==> src/rtl/sat_engine_pkg.sv <==
// Shared definitions for the clause-array load/store sequencer: state encoding and record width.
package sat_engine_pkg;

    localparam logic [2:0] S_IDLE    = 3'd0;
    localparam logic [2:0] S_LD_REQ  = 3'd1;
    localparam logic [2:0] S_LD_WAIT = 3'd2;
    localparam logic [2:0] S_LD_WR   = 3'd3;
    localparam logic [2:0] S_CLR     = 3'd4;
    localparam logic [2:0] S_ST_RD   = 3'd5;
    localparam logic [2:0] S_ST_WR   = 3'd6;
    localparam logic [2:0] S_DONE    = 3'd7;

    typedef enum logic [2:0] {
        IDLE    = S_IDLE,
        LD_REQ  = S_LD_REQ,
        LD_WAIT = S_LD_WAIT,
        LD_WR   = S_LD_WR,
        CLR     = S_CLR,
        ST_RD   = S_ST_RD,
        ST_WR   = S_ST_WR,
        DONE    = S_DONE
    } ldst_state_t;

    // Bin-memory record layout is {len, lits}.
    function automatic int rec_width(input int num_vars, input int width_c_len);
        return num_vars * 2 + width_c_len;
    endfunction

endpackage

==> src/rtl/slot_onehot.sv <==
// Slot index to one-hot strobe decoder; all zero when disabled or index out of range.
module slot_onehot #(
    parameter int N  = 8,
    parameter int IW = 4
) (
    input  logic [IW-1:0] idx,
    input  logic          en,
    output logic [N-1:0]  oh
);

    always_comb begin
        oh = '0;
        for (int i = 0; i < N; i++) begin
            oh[i] = en && (idx == IW'(i));
        end
    end

endmodule

==> src/rtl/clause_array_ldst.sv <==
// Clause-array load/store sequencer between the bin memory and the clause slots.
// Optional build macro CLAUSE_ST_SKIP_REASON_EN: stores skip slots whose length is 0.
//
// state   | meaning
// IDLE    | waiting for a start command
// LD_REQ  | one-cycle bin-memory read request for slot k
// LD_WAIT | waiting for read data
// LD_WR   | write registered record into slot k
// CLR     | zero-fill slot k (k = n .. NUM_CLAUSES-1)
// ST_RD   | read strobe on slot k, capture its record
// ST_WR   | write captured record to memory, hold until ack
// DONE    | one-cycle completion pulse
module clause_array_ldst
    import sat_engine_pkg::*;
#(
    parameter int NUM_VARS    = 8,
    parameter int NUM_CLAUSES = 8,
    parameter int WIDTH_C_LEN = 4,
    parameter int WIDTH_ADDR  = 16
) (
    input  logic                              clk,
    input  logic                              rst,
    input  logic                              start_load_i,
    input  logic                              start_store_i,
    input  logic [WIDTH_ADDR-1:0]             base_addr_i,
    input  logic [WIDTH_C_LEN+3:0]            num_i,
    output logic                              busy_o,
    output logic                              done_o,
    output logic [WIDTH_C_LEN+3:0]            xfer_cnt_o,
    output logic                              mem_rd_req_o,
    output logic [WIDTH_ADDR-1:0]             mem_rd_addr_o,
    input  logic                              mem_rd_valid_i,
    input  logic [NUM_VARS*2+WIDTH_C_LEN-1:0] mem_rd_data_i,
    output logic                              mem_wr_o,
    output logic [WIDTH_ADDR-1:0]             mem_wr_addr_o,
    output logic [NUM_VARS*2+WIDTH_C_LEN-1:0] mem_wr_data_o,
    input  logic                              mem_wr_ack_i,
    output logic [NUM_CLAUSES-1:0]            wr_o,
    output logic [NUM_CLAUSES-1:0]            rd_o,
    output logic [NUM_VARS*2-1:0]             clause_o,
    output logic [WIDTH_C_LEN-1:0]            clause_len_o,
    input  logic [NUM_VARS*2-1:0]             clause_i,
    input  logic [WIDTH_C_LEN*NUM_CLAUSES-1:0] clause_len_i
);

    localparam int REC_W = rec_width(NUM_VARS, WIDTH_C_LEN);
    localparam int LW    = NUM_VARS * 2;
    localparam int NW    = WIDTH_C_LEN + 4;
    localparam int KW    = $clog2(NUM_CLAUSES + 1);

    ldst_state_t           state, state_d;
    logic [KW-1:0]         k, k_d, k_inc, n, n_d;
    logic [WIDTH_ADDR-1:0] base, base_d;
    logic [NW-1:0]         cnt_d;
    logic [WIDTH_C_LEN-1:0] len_sel;
    logic                  skip, wr_new, dec_en;
    logic [NUM_CLAUSES-1:0] dec_oh;

    assign k_inc = k + KW'(1);

    always_comb begin
        len_sel = '0;
        for (int i = 0; i < NUM_CLAUSES; i++) begin
            if (k == KW'(i)) len_sel = clause_len_i[i*WIDTH_C_LEN +: WIDTH_C_LEN];
        end
    end

`ifdef CLAUSE_ST_SKIP_REASON_EN
    assign skip   = (mem_wr_data_o[REC_W-1 -: WIDTH_C_LEN] == '0);
    assign wr_new = (len_sel != '0);
`else
    assign skip   = 1'b0;
    assign wr_new = 1'b1;
`endif

    always_comb begin
        state_d = state;
        k_d     = k;
        n_d     = n;
        base_d  = base;
        cnt_d   = xfer_cnt_o;
        case (state)
            IDLE: begin
                if (start_load_i || start_store_i) begin
                    n_d    = (num_i > NW'(NUM_CLAUSES)) ? KW'(NUM_CLAUSES) : KW'(num_i);
                    base_d = base_addr_i;
                    k_d    = '0;
                    cnt_d  = '0;
                    if (start_load_i) state_d = (n_d == '0) ? CLR : LD_REQ;
                    else              state_d = (n_d == '0) ? DONE : ST_RD;
                end
            end
            LD_REQ:  state_d = LD_WAIT;
            LD_WAIT: if (mem_rd_valid_i) state_d = LD_WR;
            LD_WR: begin
                cnt_d = xfer_cnt_o + NW'(1);
                k_d   = k_inc;
                if (k_inc < n)                        state_d = LD_REQ;
                else if (k_inc < KW'(NUM_CLAUSES))    state_d = CLR;
                else                                  state_d = DONE;
            end
            CLR: begin
                k_d     = k_inc;
                state_d = (k_inc < KW'(NUM_CLAUSES)) ? CLR : DONE;
            end
            ST_RD: state_d = ST_WR;
            ST_WR: begin
                if (mem_wr_ack_i || skip) begin
                    if (!skip) cnt_d = xfer_cnt_o + NW'(1);
                    k_d     = k_inc;
                    state_d = (k_inc < n) ? ST_RD : DONE;
                end
            end
            DONE:    state_d = IDLE;
            default: state_d = IDLE;
        endcase
    end

    // One decoder serves both strobes; they never share a state.
    assign dec_en = (state_d == LD_WR) || (state_d == CLR) || (state_d == ST_RD);

    slot_onehot #(.N(NUM_CLAUSES), .IW(KW)) u_slot_onehot (
        .idx (k_d),
        .en  (dec_en),
        .oh  (dec_oh)
    );

    always_ff @(posedge clk or negedge rst) begin
        if (!rst) begin
            state         <= IDLE;
            k             <= '0;
            n             <= '0;
            base          <= '0;
            xfer_cnt_o    <= '0;
            busy_o        <= 1'b0;
            done_o        <= 1'b0;
            mem_rd_req_o  <= 1'b0;
            mem_rd_addr_o <= '0;
            mem_wr_o      <= 1'b0;
            mem_wr_addr_o <= '0;
            mem_wr_data_o <= '0;
            wr_o          <= '0;
            rd_o          <= '0;
            clause_o      <= '0;
            clause_len_o  <= '0;
        end else begin
            state        <= state_d;
            k            <= k_d;
            n            <= n_d;
            base         <= base_d;
            xfer_cnt_o   <= cnt_d;
            busy_o       <= (state_d != IDLE) && (state_d != DONE);
            done_o       <= (state_d == DONE);
            mem_rd_req_o <= (state_d == LD_REQ);
            if (state_d == LD_REQ) mem_rd_addr_o <= base_d + WIDTH_ADDR'(k_d);
            wr_o <= ((state_d == LD_WR) || (state_d == CLR)) ? dec_oh : '0;
            rd_o <= (state_d == ST_RD) ? dec_oh : '0;
            if (state_d == LD_WR) begin
                clause_o     <= mem_rd_data_i[LW-1:0];
                clause_len_o <= mem_rd_data_i[REC_W-1 -: WIDTH_C_LEN];
            end else begin
                clause_o     <= '0;
                clause_len_o <= '0;
            end
            if (state == ST_RD) begin
                mem_wr_data_o <= {len_sel, clause_i};
                mem_wr_addr_o <= base + WIDTH_ADDR'(k);
            end
            // Held while waiting for ack; a skipped slot never raises it.
            mem_wr_o <= (state_d == ST_WR) && ((state == ST_WR) ? mem_wr_o : wr_new);
        end
    end

endmodule
==> config.mk <==
export PLATFORM = sky130hd
export DESIGN_NAME = clause_array_ldst
export DESIGN_NICKNAME = d
export VERILOG_FILES = /design/src/rtl/sat_engine_pkg.sv /design/src/rtl/slot_onehot.sv /design/src/rtl/clause_array_ldst.sv
export SDC_FILE = /design/constraint.sdc
export NUM_CORES = 1
export LEC_CHECK = 0
export CAP_MARGIN = 30
export CORE_ASPECT_RATIO = 1.4
export CORE_MARGIN = 4
export CORE_UTILIZATION = 42
export DETAILED_ROUTE_END_ITERATION = 8
export PLACE_DENSITY = 0.77
export SYNTH_ARGS = -nofsm -noshare
export SYNTH_HDL_FRONTEND = slang
export SYNTH_SLANG_ARGS = --single-unit
==> constraint.sdc <==
create_clock -name clk -period 3.3 [get_ports clk]
set_input_delay 0.66 -clock clk [delete_from_list [all_inputs] [get_ports clk]]
set_output_delay 0.66 -clock clk [all_outputs]
set_load 0.01 [all_outputs]
Word-level counts from Yosys, hierarchy flattened
Index checks and enable logic that the tools add are counted.

Output and inout port bits: 100. Input port bits: 98. Register bits after elaboration: 127. Logic and storage cells: 107.

Add/subtract/negate cells: 4. Mux-type cells: 32. $lt $le $gt $ge: 3. Reduce and logical (&&, ||, !) cells: 22. Eq/ne operators: 30.

Operator list (count): 16-bit two-way mux (3); 4-bit two-way mux (12); 16-bit by 4-bit adder with 16-bit output (2); 4-bit by 3-bit equality test with 1-bit output, second input constant (8); 8-bit two-way mux (4); 3-bit equality test, second input constant (8); 3-bit one-hot mux with 8 select lines (1); 8-bit one-hot mux with 3 select lines (1); 3-bit two-way mux (6); 4-bit by 2-bit equality test with 1-bit output, second input constant (4); 4-bit logical NOT (3); 4-bit one-hot mux with 3 select lines (1); 1-bit logical AND (10); 3-bit by 2-bit equality test with 1-bit output, second input constant (3); 8-bit by 1-bit adder with 8-bit output, second input constant (1); 4-bit by 1-bit equality test with 1-bit output, second input constant (2); 8-bit by 4-bit greater-than comparator with 1-bit output, second input constant (1); 3-bit by 1-bit equality test with 1-bit output, second input constant (2); 2-bit two-way mux (3); 3-bit nonzero test (2); 4-bit by 1-bit adder with 4-bit output, second input constant (1); 4-bit < comparator (1); 4-bit < comparator, second input constant (1); 2-bit != test, second input constant (2); other kinds (7) (9).

Depth between registers and ports, before layout
Gate-level depths: netlist of run 1.

Depth after elaboration: 12. Mapped depth: 16.

By module
Synthesis of run 1 repeated with hierarchy kept, for this count alone.

Cells, all modules: 600. Area, all modules: 6261.0 µm².

Modules (own cells, without submodules): clause_array_ldst (area each 6188.4 µm², cells each 587, times used 1, seq. area each 3178.0 µm²); slot_onehot (area each 72.6 µm², cells each 13, times used 1, seq. area each 0.0 µm²).

Worst setup path after synthesis of run 1
Ideal clock, no wire load.

Path type: in2reg. Start: in start_store_i. End: reg mem_rd_addr_o[6]. Data required time: 3175 ps. Buffers on the path: 3. Cell stages on the path: 16. Library setup time: 125 ps. Arrival time: 3249 ps. Setup slack: -74 ps. Cell sequence: nor2_2 or4_1 buf_2 buf_2 buf_1 nand2_1 nand2_1 ha_1 inv_1 fa_1 nor2b_1 o21ai_0 nand2_1 o21ai_0 xnor2_1 mux2_4.

Longest elaborated chain between the ends: 4. Elaborated cells on any way between the ends: 9.

Ends and longest elaborated chain: start, declared (RTL line clause_array_ldst.sv:24) `input logic start_store_i,`; 1-bit logical OR (RTL line clause_array_ldst.sv:84) `if (start_load_i || start_store_i) begin`; 16-bit two-way mux (RTL line clause_array_ldst.sv:84); 16-bit two-way mux (RTL line clause_array_ldst.sv:82) `case (state)`; via base_d[0] (RTL line clause_array_ldst.sv:53) `logic [WIDTH_ADDR-1:0] base, base_d;`; 16-bit by 4-bit adder with 16-bit output (RTL line clause_array_ldst.sv:155) `if (state_d == LD_REQ) mem_rd_addr_o <= base_d + WIDTH_ADDR'(k_d);`; end signal, assigned (RTL line clause_array_ldst.sv:155); end, declared (RTL line clause_array_ldst.sv:31) `output logic [WIDTH_ADDR-1:0] mem_rd_addr_o,`.

The timed path passes the listed nets, and every way through them passes these cells. A chain may end at the register's enable or synchronous reset.

Final worst setup path of run 1
Start: in start_store_i. End: reg mem_rd_addr_o[10].

Longest elaborated chain between the ends: 4. Elaborated cells on any way between the ends: 9.

Ends and longest elaborated chain: 1-bit logical OR (RTL line clause_array_ldst.sv:84); 4-bit two-way mux (RTL line clause_array_ldst.sv:84); 4-bit one-hot mux with 3 select lines (RTL line clause_array_ldst.sv:82); via k_d[0] (RTL line clause_array_ldst.sv:52) `logic [KW-1:0] k, k_d, k_inc, n, n_d;`; 16-bit by 4-bit adder with 16-bit output (RTL line clause_array_ldst.sv:155).

The timed path passes the listed nets, and every way through them passes these cells.

==> results.cfg, run 1 <==
[clock_network]
cts.clk_slew.worst_paths_ps = 60
cts_buffer_depth = 2
cts-root-buf = clkbuf_16
insertion_delay_ps = 410
postCtsHoldBufs = 0
htree_levels = 4
cts_tree = done
cts_sinks = 127
cts_buffers = 17

[sta]
slew_violations = 0
final.setup_skew_ps = 11.8
finalSetupViolCount = 0
setup_ws_ps = 76.8
tightest_slew_ps = 573
hold_viol = 0
fin_crit_ps = 3220
slew-limit-headroom_pct = 61.8
hold-worst-slack_ps = 122
period_share_pct = 97.7
fmax_mhz = 310

[floorplan]
die_x_um = 111
rows = 52
start_util_pct = 42.9
pin_count = 198
dieArea_um2 = 16900
die_h_um = 152
design.core.area_um2 = 14500

[cells_and_area]
final_nets = 927
multiInputGateArea_um2 = 2890
n_fill_cell = 1157
antenna_cells = 0
fin_area_um2 = 9280
final_cells = 1013
drive_gt1_share_pct = 15.4
regArea_um2 = 3180
area_growth_pct = 49.1

[routing]
detail-route-antenna-nets = 0
first_iter_violations = 291
routed_via_density = 5.17
drc = 0
wl_um = 17500
first_pass_iters = 5
num_vias = 5240
wl_per_cell_um = 17.3

[global_routing]
grt_pass1_wl_um = 28400
overflow = 0
grt_use_total_pct = 20.9
grt_max_degree = 94
antenna_found_initial = 0
grt_pass1_vias = 5560

[place]
placedInstanceArea_um2 = 8590
dp_hpwl_um = 13400
dp.cells = 979
port_buffers = 197
place.gp.congestion = 0.889
pre_cts_ws_ps = -439

[worst_setup_path]
cp_max_fo = 4
crit_chain = clkdlybuf4s50_1 -> nor2_4 -> a2bb2oi_2 -> o21a_1 -> a21oi_1 -> inv_1 -> ha_1 -> inv_1 -> fa_1 -> nor2b_1 -> o21ai_2 -> a21oi_1 -> xnor2_1 -> mux2i_1 -> mux2_4
worstSetupStartpointType = primary input
cp-end-kind = flip-flop
path_buf_inv = 3
cp.required_ps = 3600
worstSetupPathType = primary input to flip-flop
slowest_stage = clkdlybuf4s50_1
cp_top_family = compound AO/OA/AOI/OAI gates
crit_arrival_ps = 3520
cpPeakStageDelay_ps = 460
reg2reg_from = state[1]
startpoint = start_store_i

[synthesis]
synthCells = 580
synthArstFlopShare_pct = 100
yosysTopAreaCell = dfrtp_1
synth-edff-count = 0
synth_area_um2 = 6220
synth.most_common_cell = dfrtp_1
yosysTopAreaCellShare_pct = 51.1
synth-seq-cells = 127
syn_area_per_cell_um2 = 10.7
ys_seq_area_share_pct = 51.1
yosysWarnings = 0
synth.top_cells.by_count = dfrtp_1 (127), nand2_1 (84), o21ai_0 (32)
ys.flop_type = dfrtp_1
yosys-top-cells-area = dfrtp_1 (51%), nand2_1 (5.1%), mux2_2 (4.7%)
synth_fp_nets = 696
yosysUniqueCellTypes = 68

[run_status]
status = complete, no violations

[min_path]
hp-class = primary input to asynchronous set/reset pin

[pwr]
p_per_area_nw_per_um2 = 907
cellLeakagePower_nw = 4.11
ir_worst_vdd_uv = 499
power_mw = 8.42

[run]
drv_cap = 0
## per-stage QoR
step / utilization (%) / setup TNS [ps]
after CTS: 63.6 / 0
after detailed placement: 59.2 / -5060
after floorplan: - / 0
final: 63.9 / 0
after global routing: 63.9 / -54.6
after global placement: 59.0 / -3590
## worst register-to-register path, stage by stage (launching register included)
cell	delay [ps]
dfrtp_1	610
nand2b_4	110
a2bb2oi_2	170
o21a_1	210
a21oi_1	110
inv_1	100
ha_1	170
inv_1	60
fa_1	400
nor2b_1	150
o21ai_2	100
a21oi_1	220
xnor2_1	160
mux2i_1	100
mux2_4	270
## layout make-up
cell class | instances | area share [%]
Inverter | 18 | 0.728
Clock inverter | 12 | 1.98
Timing Repair Buffer | 233 | 24.4
Sequential cell | 127 | 34.3
Clock buffer | 20 | 4.92
Multi-Input combinational cell | 414 | 31.2
Tap cell | 189 | 2.55
## sequential cells by signal, summed over array words and instances, names as in the netlist, 4 cells and up
| signal | cells |
|---|---|
| k | 4 |
| clause_o | 16 |
| clause_len_o | 4 |
| xfer_cnt_o | 8 |
| mem_rd_addr_o | 16 |
| mem_wr_data_o | 20 |
| rd_o | 8 |
| n | 4 |
| mem_wr_addr_o | 16 |
| base | 16 |
| wr_o | 8 |
## cells by family (layout without fill, tap and decap cells)
family          after synthesis  in the layout  share of synthesized area (%)
mux                          42             42                           8.21
compound gates               98             98                           10.4
buf+inv                      39            283                           3.08
xor+xnor                     33             33                           4.77
flops                       127            127                           51.1
simple gates                223            223                           18.6
fa+ha+maj                    18             18                           3.86
## cell usage in the layout, fill, tap and decap left out, drive strengths merged, types with 4 or more instances in the layout
cell and n:
clkdlybuf4s50 196, dfrtp 127, nand2 85, buf 37
mux2 35, o21ai 34, nor2 28, xnor2 23
and2 21, clkbuf 20, nand3 19, inv 19
ha 16, a21oi 16, nor2b 15, nor3 14
xor2 10, a21o 9, nand4 7, a22oi 7
mux2i 6, a221oi 6, nor3b 5, and3 5
clkinv 5, a21boi 4, o211ai 4, nand3b 4
bufinv 4
## where the power goes
part,internal [mW],total [mW],switching (mW)
logic,2.05,3.89,1.84
clock network,1.31,2.02,0.709
registers,2.08,2.51,0.428
## final timing paths
check	to	slack [ps]	cells past startpoint
hold / removal	mem_wr_data_o[1]	120	1
max in group asynchronous	state[0]	2440	2
min in group clk	mem_rd_addr_o[8]	490	1
setup reg to reg	mem_rd_addr_o[10]	250	14
setup / recovery	mem_rd_addr_o[10]	80	15
hold reg to reg	mem_rd_addr_o[8]	490	1
## per-layer routing
layer | wire (um) | part of all wire [%] | GRT usage (%) | vias to the layer above
met2 | 9430 | 54 | 37.0 | 171
met5 | 0 | 0 | 0 | -
met4 | 233 | 1.3 | 7.39 | 0
li1 | - | - | - | 2489
met3 | 1250 | 7.1 | 7.36 | 16
met1 | 6570 | 38 | 23.0 | 2564
## repair_timing
action | 4_1_cts | 5_1_grt
buffers inserted | 0 | 2
setup endpoints to repair | 9 | 12
gates resized for setup | 2 | 8
pin swaps | 0 | 3
Note: power is estimated with default switching activity, not from simulation.
==> run 2, diff against run 1 <==
- CTS_CLUSTER_DIAMETER: default -> 150
==> results of run 2 <==
No change in the layout: final DEF, timing and power equal those of run 1.
